**src/rtl/enlynx_readout.sv**
```systemverilog
// enlynx_readout: snapshots enlynx counters on end-of-period and streams them
// as a framed valid/ready word sequence. Optional trailer: ENLYNX_READOUT_CHECKSUM_EN.
module enlynx_readout #(
  parameter int N_METRICS     = 2,
  parameter int COUNTER_WIDTH = 32
) (
  input  logic                               clk,
  input  logic                               rst_n,
  input  logic [N_METRICS*COUNTER_WIDTH-1:0] counters_i,
  input  logic [N_METRICS-1:0]               overflow_i,
  input  logic                               eop_i,
  output logic [COUNTER_WIDTH-1:0]           data_o,
  output logic                               valid_o,
  output logic                               last_o,
  input  logic                               ready_i,
  output logic                               busy_o
);

  localparam int IW = (N_METRICS > 1) ? $clog2(N_METRICS) : 1;
  localparam logic [IW-1:0] LAST_IDX = IW'(N_METRICS - 1);

  typedef enum logic [1:0] {
    IDLE,
    HDR,
    DATA,
    CHK
  } state_t;

  state_t                                  state_q;
  logic [IW-1:0]                           idx_q;
  logic [N_METRICS-1:0][COUNTER_WIDTH-1:0] shadow_q;
  logic [N_METRICS-1:0]                    ovf_q;
  logic [7:0]                              seq_q;
  logic [7:0]                              drop_q;
  logic [7:0]                              hdr_seq_q;
  logic [7:0]                              hdr_drop_q;

  logic [COUNTER_WIDTH-1:0] hdr_w;
  logic                     xfer;
  logic                     last_word;
  logic                     accept;

  assign valid_o = (state_q != IDLE);
  assign busy_o  = (state_q != IDLE);
  assign xfer    = valid_o & ready_i;

`ifdef ENLYNX_READOUT_CHECKSUM_EN
  logic [COUNTER_WIDTH-1:0] chk_w;
  assign last_word = (state_q == CHK);
`else
  assign last_word = (state_q == DATA) && (idx_q == LAST_IDX);
`endif

  assign last_o = last_word;
  assign accept = eop_i & ((state_q == IDLE) | (xfer & last_word));

  // Build the header word from the values latched at accept time.
  always_comb begin
    hdr_w                  = '0;
    hdr_w[31:24]           = hdr_seq_q;
    hdr_w[23:16]           = hdr_drop_q;
    hdr_w[N_METRICS-1:0]   = ovf_q;
  end

`ifdef ENLYNX_READOUT_CHECKSUM_EN
  // Trailer folds the header and every shadowed counter together.
  always_comb begin
    chk_w = hdr_w;
    for (int k = 0; k < N_METRICS; k++) begin
      chk_w = chk_w ^ shadow_q[k];
    end
  end
`endif

  // Select the outgoing word from registered state only.
  always_comb begin
    data_o = '0;
    unique case (state_q)
      HDR:  data_o = hdr_w;
      DATA: data_o = shadow_q[idx_q];
`ifdef ENLYNX_READOUT_CHECKSUM_EN
      CHK:  data_o = chk_w;
`endif
      default: data_o = '0;
    endcase
  end

  // Snapshot, sequence/drop bookkeeping and frame sequencing.
  always_ff @(posedge clk or negedge rst_n) begin
    if (!rst_n) begin
      state_q    <= IDLE;
      idx_q      <= '0;
      shadow_q   <= '0;
      ovf_q      <= '0;
      seq_q      <= '0;
      drop_q     <= '0;
      hdr_seq_q  <= '0;
      hdr_drop_q <= '0;
    end else begin
      if (accept) begin
        shadow_q   <= counters_i;
        ovf_q      <= overflow_i;
        hdr_seq_q  <= seq_q;
        seq_q      <= seq_q + 8'd1;
        hdr_drop_q <= drop_q;
        drop_q     <= '0;
      end else if (eop_i && drop_q != 8'hFF) begin
        drop_q <= drop_q + 8'd1;
      end
      unique case (state_q)
        IDLE: begin
          if (accept) state_q <= HDR;
        end
        HDR: begin
          if (xfer) begin
            idx_q   <= '0;
            state_q <= DATA;
          end
        end
        DATA: begin
          if (xfer) begin
            if (idx_q == LAST_IDX) begin
`ifdef ENLYNX_READOUT_CHECKSUM_EN
              state_q <= CHK;
`else
              state_q <= accept ? HDR : IDLE;
`endif
            end else begin
              idx_q <= idx_q + IW'(1);
            end
          end
        end
        CHK: begin
`ifdef ENLYNX_READOUT_CHECKSUM_EN
          if (xfer) state_q <= accept ? HDR : IDLE;
`else
          state_q <= IDLE;
`endif
        end
        default: state_q <= IDLE;
      endcase
    end
  end

endmodule

```
**config.mk**
```make
export PLATFORM = sky130hd
export DESIGN_NAME = enlynx_readout
export DESIGN_NICKNAME = d
export VERILOG_FILES = /design/src/rtl/enlynx_readout.sv
export SDC_FILE = /design/constraint.sdc
export NUM_CORES = 1
export LEC_CHECK = 0
export ABC_CLOCK_PERIOD_IN_PS = 2600
export CAP_MARGIN = 20
export CORE_MARGIN = 1.5
export CORE_UTILIZATION = 51
export DETAILED_ROUTE_END_ITERATION = 10
export GPL_ROUTABILITY_DRIVEN = 0
export PLACE_DENSITY = 0.85
export SLEW_MARGIN = 20
export SYNTH_ARGS = -nofsm -noshare
export SYNTH_HDL_FRONTEND = slang
export SYNTH_SLANG_ARGS = --single-unit
```
**constraint.sdc**
```tcl
create_clock -name clk -period 2.6 [get_ports clk]
set_clock_uncertainty 0.15 [all_clocks]
set_input_delay 0.52 -clock clk [delete_from_list [all_inputs] [get_ports clk]]
set_output_delay 0.52 -clock clk [all_outputs]
set_load 0.02 [all_outputs]
```
## After elaboration in Yosys (flattened, before gate mapping)

Cells that the tools add are included.

| operators by class | value |
|---|---|
| eq/ne operators | 8 |
| $add $sub $neg | 3 |
| magnitude comparators | 1 |
| reduce and logical (&&, ||, !) cells | 8 |
| muxes and demuxes | 15 |
| bitwise gates (word level) | 4 |

Operator list:

| operator | count |
|---|---|
| 32-bit 2-to-1 mux | 2 |
| 32-bit case mux with 2 select lines | 1 |
| 8-bit by 1-bit adder with 8-bit output (second input constant) | 2 |
| 8-bit 2-to-1 mux | 2 |
| 2-bit 2-to-1 mux | 4 |
| 2-bit inequality test (second input constant) | 4 |
| 8-bit inequality test (second input constant) | 1 |
| 2-bit case mux with 4 select lines | 1 |
| 2-bit nonzero test | 3 |
| 2-bit == test (second input constant) | 2 |
| 1-bit 2-to-1 mux | 4 |
| 4-bit AND reduction | 1 |
| 1-bit AND | 3 |
| 3-bit AND reduction | 1 |
| 2-bit by 1-bit == test with 1-bit output (second input constant) | 1 |
| 1-bit logical AND | 2 |
| 2-bit logical NOT | 1 |
| 1-bit by 2-bit less-than comparator with 1-bit output (second input constant) | 1 |
| 1-bit case mux with 2 select lines | 1 |
| 1-bit adder (second input constant) | 1 |
| 1-bit OR | 1 |

| storage, ports and cells | value |
|---|---|
| bits in registers | 101 |
| input port bits | 70 |
| output and inout port bits | 35 |

## Logic depth before layout (Yosys ltp)

Gate-level depths: netlist (run 1).

| depth | value |
|---|---|
| word-level depth | 9 |
| mapped depth | 9 |

## Worst setup path after synthesis (run 1)

OpenSTA, ideal clock, no wires.

| timing | value |
|---|---|
| kind | register -> output |
| start | register state_q[1] |
| end | output data_o[0] |
| setup slack | 0.277 ns |
| data required time | 1.930 ns |
| data arrival time | 1.653 ns |
| stages on the path, launching flop included | 7 |
| buffers on the path | 2 |
| cell sequence | dfrtp_1 > inv_1 > ha_1 > clkbuf_1 > buf_1 > a22oi_1 > nor2b_1 |

| on the way | value |
|---|---|
| word-level cells in the longest chain between the ends | 2 |
| elaborated cells between the ends (all ways) | 3 |

RTL lines:

| element | RTL line | RTL |
|---|---|---|
| start, declared | 29 | `state_t state_q;` |
| start signal, assigned | 126 | `state_q <= accept ? HDR : IDLE;` |
| 2-bit == test / 2-bit by 1-bit == test with 1-bit output (equally long branches) | 78 | `unique case (state_q)` |
| 32-bit case mux with 2 select lines (*) | 78 |  |
| end, declared | 12 | `output logic [COUNTER_WIDTH-1:0] data_o,` |

Mark *: on every way between the ends. The rest lies on a longest branch, timed or not.

## Worst setup path after layout (run 1)

| timing | value |
|---|---|
| start | register state_q[1] |
| end | output data_o[26] |

Same word-level chain as after synthesis.

==> results of run 1 <==
[sequential cells by signal (all words and copies together), names as in the netlist]
| register | flops |
|---|---|
| drop_q | 8 |
| hdr_drop_q | 8 |
| hdr_seq_q | 8 |
| idx_q | 1 |
| ovf_q | 2 |
| seq_q | 8 |
| shadow_q | 64 |
| state_q | 2 |
[what timing repair did]
item / in CTS / in global routing
resized for setup: 43 / 35
pin swaps: 0 / 0
endpoints found under the setup margin: 33 / 35
hold buffers: 1 / 0
endpoints found under the hold margin: 32 / 0
buffers inserted: 0 / 1
[synth_stat cells, types with 7 or more instances]
master | count | area [um^2]
ha_1 | 7 | 87.6
nor2b_1 | 20 | 125
buf_2 | 16 | 80.1
mux2_2 | 19 | 214
clkbuf_1 | 9 | 33.8
dfrtp_1 | 101 | 2530
nor2_1 | 14 | 52.6
mux2i_1 | 15 | 150
o21ai_0 | 7 | 35.0
nand2_1 | 257 | 965
a22oi_1 | 18 | 135
[area by class of cell]
cell class | count | area (um^2) | area share
flip-flops and latches | 101 | 2530 | 0.410
multi-input cells | 402 | 2130 | 0.345
repair buffers | 125 | 1150 | 0.187
clock buffers | 12 | 145 | 0.0235
well taps | 111 | 139 | 0.0225
clock inverters | 4 | 55.1 | 0.00892
inverters | 6 | 22.5 | 0.00365
[power breakdown]
| group | total [W] | internal (W) | switching, W |
|---|---|---|---|
| Clock | 0.00101 | 0.000478 | 0.000537 |
| Combinational | 0.00294 | 0.00131 | 0.00163 |
| Sequential | 0.00261 | 0.00221 | 0.000405 |
| Total | 0.00656 | 0.00399 | 0.00257 |
[worst register-to-register path: cells and delay by family, from the launching register on]
kind / cells / cell delay [ns]
DFF: 1 / 0.43
AOI/OAI and AO/OA: 2 / 0.39
muxes: 1 / 0.38
buffers and inverters: 3 / 0.35
adders and majority gates: 1 / 0.20
[final timing paths]
kind	from	endpoint	cells past startpoint
min	seq_q[7]	seq_q[7]	1
max in group asynchronous	rst_n	hdr_seq_q[6]	3
max	state_q[1]	data_o[26]	6
max reg2reg	state_q[1]	state_q[1]	7
min in group asynchronous	rst_n	shadow_q[58]	2
min reg2reg	seq_q[7]	seq_q[7]	1
[kinds of logic after synthesis]
logic type,count (synthesis),share of synthesized area
and+or+nand+nor,314,0.268
DFF,101,0.524
AOI/OAI and AO/OA,40,0.0594
buffers and inverters,39,0.0423
muxes,34,0.0755
xor gates and xnor gates,7,0.0127
adders and majority gates,7,0.0182
[stage by stage]
stage	setup slack (ns)	hold WS (ns)
floorplan	0.277	0.0744
global placement	0.0517	0.302
detailed placement	-0.0446	0.308
CTS	-0.0261	0.331
global route	-0.000149	0.349
finish	0.113	0.329
[routing by layer]
layer | share of wire | vias to the layer above | GRT usage
li1 | - | 1955 | -
met2 | 0.50 | 130 | 0.420
met1 | 0.43 | 1905 | 0.306
met3 | 0.055 | 13 | 0.0369
met4 | 0.011 | 0 | 0.0791
met5 | 0 | - | 0
==> impl_metrics.csv, run 1 <==
group,metric,value,unit
finish,layout_common_cells,"nand2_1, dfrtp_1, clkdlybuf4s50_1, nor2b_1, mux2_2",
sta,tightestPinTransition,0.485,ns
synth,seq_area_frac_synth,0.524,
synth,synth-edff-count,0,
setup_path,crit_slowest_cell,"dfrtp_1",
place,dp_cells,743,
synth,synthFlopType,"dfrtp_1",
drt,drt-wirelength-per-cell,14.7,um
place,io_buffers,104,
sta,final.setup.tns,0,ns
finish,fin_cells,761,
clocking,cts_buffer_depth,2,
drt,drtAntennaViolNets,0,
clocking,cts_max_level,3,
finish,syn2layout_area_growth,28.0,%
finish,fill_cells,748,
grt,grt.total_usage,0.240,
clocking,clock_sinks,101,
power,power,0.00656,W
setup_path,criticalPathCategory,"flop to primary output",
synth,syn_inst,542,
sta,period_share,0.957,
finish,layout_commonest_cell,"nand2_1",
grt,antenna_found_initial,0,
clocking,cts_made_buffers,9,
sta,final_hold_viol_count,0,
floorplanning,num_io_pins,105,
grt,gr-total-overflow,0,
floorplanning,fp.dieW,100,um
setup_path,end_kind,"primary output",
finish,final_util,0.671,
run,maxCapViolations,0,
synth,syn_area,0.00482,mm^2
clocking,tritoncts,"built",
sta,slew_headroom,0.677,
grt,grt_pass1_wl,19.1,mm
setup_path,reg2reg_slack,0.59,ns
floorplanning,start_util,0.524,
setup_path,worstPathCellList,"inv_2 -> ha_1 -> buf_4 -> a22oi_1 -> nor2b_1 -> clkdlybuf4s15_2",
synth,synthArstFlopShare,1.00,
clocking,clock-root-buffer,"clkbuf_8",
grt,grt_max_degree,51,
place,placed_area,0.00602,mm^2
setup_path,critPathMaxStageDelay,0.44,ns
grt,grt_pass1_vias,4161,
floorplanning,num_rows,35,
power,power_leakage,3.12,nW
sta,slew_violations,0,
finish,fin_nets,722,
setup_path,worst_ep_required_time,1.93,ns
finish,fin_area,0.00617,mm^2
synth,avgSynthCellArea,8.90,um^2
worst_hold_path,hold_path.class,"flop to flop",
drt,dr.pass1.iters,4,
setup_path,critPathLaunchType,"flop",
setup_path,critPathBufInv,3,
clocking,clkSlewWorstSetupHoldPaths,0.10,ns
drt,vias_per_cell,5.26,
sta,setup_viol_count_final,0,
floorplanning,core,0.00920,mm^2
drt,drtIter0Drc,127,
synth,synth-warning-count,0,
finish,antenna_cells,0,
synth,syn_nets,619,
sta,finalCriticalPeriod,2.49,ns
synth,ys_types,35,
synth,synth-seq-cells,101,
setup_path,cp_top_family,"buffers and inverters",
power,power_density,1060,mW/mm^2
drt,vias,4003,
outcome,outcome,"finished clean",
setup_path,arrival,1.82,ns
clocking,clk_latency,0.36,ns
finish,drive_above_1_share,0.128,
floorplanning,die_area,0.0100,mm^2
sta,max_clock_freq,0.402,GHz
floorplanning,dieHeight,100,um
drt,routed_wl,11.2,mm
setup_path,cp_max_fo,13,
place,dp_hpwl,7.80,mm
drt,drc,0,
power,ir_worst_vdd,0.510,mV
Note: power is estimated with default switching activity, not from simulation.
==> inputs of run 2 (changes only) <==
--- a/config.mk
+++ b/config.mk
@@ -6,9 +6,9 @@
 export NUM_CORES = 1
 export LEC_CHECK = 0
 export ABC_CLOCK_PERIOD_IN_PS = 2600
-export CAP_MARGIN = 20
 export CORE_MARGIN = 1.5
 export CORE_UTILIZATION = 51
+export CTS_CLUSTER_DIAMETER = 120
 export DETAILED_ROUTE_END_ITERATION = 10
 export GPL_ROUTABILITY_DRIVEN = 0
 export PLACE_DENSITY = 0.85
==> results of run 2 <==
Same layout as run 1: the final DEF is identical, and so are final timing and power.
==> inputs of run 3 (changes only) <==
--- a/config.mk
+++ b/config.mk
@@ -6,7 +6,7 @@
 export NUM_CORES = 1
 export LEC_CHECK = 0
 export ABC_CLOCK_PERIOD_IN_PS = 2600
-export CORE_MARGIN = 1.5
+export CORE_MARGIN = 8
 export CORE_UTILIZATION = 51
 export CTS_CLUSTER_DIAMETER = 120
 export DETAILED_ROUTE_END_ITERATION = 10
==> impl_metrics.csv, run 3 (same netlist as run 1, synthesis figures left out) <==
group,metric,value,unit
grt,grt_pass1_vias,4287,
worst_hold_path,hold_start,"seq_q[7]",
floorplanning,core,0.00920,mm^2
sta,finalCriticalPeriod,2.53,ns
setup_path,end_kind,"primary output",
place,io_buffers,104,
drt,drtAntennaViolNets,0,
grt,grt_util_met1,0.242,
finish,fin_nets,726,
setup_path,worstPathCellList,"inv_2 -> ha_2 -> buf_4 -> a22oi_1 -> nor2b_1 -> dlygate4sd2_1",
clocking,cts_made_buffers,9,
run,maxCapViolations,0,
clocking,cts_buffer_depth,2,
clocking,clock_sinks,101,
floorplanning,num_io_pins,105,
finish,layout_common_cells,"nand2_1, dfrtp_1, clkdlybuf4s50_1, nor2b_1, mux2_2",
setup_path,critPathLaunch,"state_q[0]",
place,dp_hpwl,8.82,mm
grt,gr-total-overflow,0,
grt,met2_usage,0.334,
finish,largest_register_ffs,64,
power,power_leakage,3.15,nW
setup_path,critPathMaxStageDelay,0.42,ns
outcome,outcome,"finished clean",
power,ir_worst_vdd,0.467,mV
sta,slew_violations,0,
finish,antenna_cells,0,
grt,grt_max_degree,57,
drt,vias,4106,
power,power_density,1080,mW/mm^2
grt,grt.total_usage,0.199,
setup_path,critPathLaunchType,"flop",
floorplanning,fp.dieW,113,um
floorplanning,die_area,0.0128,mm^2
finish,drive_above_1_share,0.136,
sta,slew_headroom,0.645,
floorplanning,num_rows,35,
grt,antenna_found_initial,0,
finish,largest-register,"shadow_q",
drt,routed_wl,12.1,mm
clocking,clock-root-buffer,"clkbuf_8",
setup_path,crit_slowest_cell,"dfrtp_1",
finish,syn2layout_area_growth,29.3,%
finish,fill_cells,727,
place,placed_area,0.00604,mm^2
clocking,clk_latency,0.36,ns
drt,vias_per_cell,5.37,
floorplanning,dieHeight,113,um
drt,drt-wirelength-per-cell,15.9,um
sta,tightestPinTransition,0.532,ns
floorplanning,start_util,0.524,
sta,setup_viol_count_final,0,
finish,fin_area,0.00623,mm^2
setup_path,worst_ep_required_time,1.93,ns
setup_path,cp_max_fo,7,
sta,whs,0.325,ns
worst_hold_path,hold_path.class,"flop to flop",
sta,period_share,0.972,
sta,max_clock_freq,0.396,GHz
drt,dr.pass1.iters,5,
setup_path,criticalPathCategory,"flop to primary output",
setup_path,arrival,1.86,ns
grt,grt_use_met3,0.0543,
grt,grt_pass1_wl,20.8,mm
finish,layout_commonest_cell,"nand2_1",
sta,final_hold_viol_count,0,
setup_path,reg2reg_from,"state_q[0]",
drt,drc,0,
clocking,tritoncts,"built",
clocking,clkSlewWorstSetupHoldPaths,0.09,ns
clocking,cts_max_level,3,
drt,drtIter0Drc,193,
grt,grt_busiest_layer,"met2",
## run 3: cell count changes in the layout (fill, tap and decap cells not counted), sizes merged
cell	change
bufinv	+1
inv	-1
buf	+7
clkinvlp	-1
dlygate4sd2	-4
clkdlybuf4s15	+4
clkbuf	-3
## run 3: path summary, 6_finish.rpt
check	to	slack, ns	cells past startpoint
max in group asynchronous	hdr_drop_q[6]	1.16	3
hold / removal	seq_q[7]	0.32	1
setup / recovery	data_o[30]	0.07	6
setup reg to reg	seq_q[3]	0.41	8
hold reg to reg	seq_q[7]	0.32	1
min in group asynchronous	shadow_q[59]	0.52	2
## run 3: layout make-up
| class | instances | area [um^2] | share of cell area |
|---|---|---|---|
| repair buffers | 129 | 1200 | 0.193 |
| well taps | 111 | 139 | 0.0223 |
| flip-flops and latches | 101 | 2530 | 0.406 |
| clock buffers | 12 | 155 | 0.0249 |
| multi-input cells | 402 | 2120 | 0.340 |
| clock inverters | 3 | 68.8 | 0.0110 |
| inverters | 6 | 22.5 | 0.00361 |
## run 3: repair_timing
| action | in CTS | in global routing |
|---|---|---|
| setup buffers | 3 | 0 |
| hold endpoints to repair | 9 | 0 |
| cloned | 0 | 0 |
| endpoints found under the setup margin | 33 | 35 |
| hold buffers | 1 | 0 |
| resized for setup | 53 | 33 |
## run 3: where the power goes
part	internal [W]	switching (W)	leakage (nW)
Sequential	0.00221	0.000427	1.28
Combinational	0.00135	0.00165	1.75
Clock	0.000592	0.000521	0.113
Total	0.00415	0.00260	3.15
## run 3: per-layer routing
layer,vias to the layer above,part of all wire
met3,21,0.073
met1,1979,0.42
met5,-,0
met2,161,0.48
met4,0,0.020
li1,1945,-
## run 3: stage by stage
stage	setup TNS [ns]	worst slack, ns	cells	utilization	total power, W
2_1_floorplan	0	0.277	542	-	0.00456
3_3_place_gp	0	0.0848	745	0.657	0.00549
3_5_place_dp	-0.170	-0.0450	745	0.657	0.00565
4_1_cts	-0.0192	-0.0192	764	0.684	0.00675
5_1_grt	-0.0111	-0.00907	764	0.678	0.00724
6_report	0	0.0721	764	0.678	0.00675
## run 3: worst max-delay path: cells and delay by family, from the launching register on
kind	cells	cell delay, ns
AND/OR/NAND/NOR	1	0.12
buffers and inverters	3	0.65
adder cells (fa/ha/maj)	1	0.24
AO/OA/AOI/OAI	1	0.07
flip-flops	1	0.42
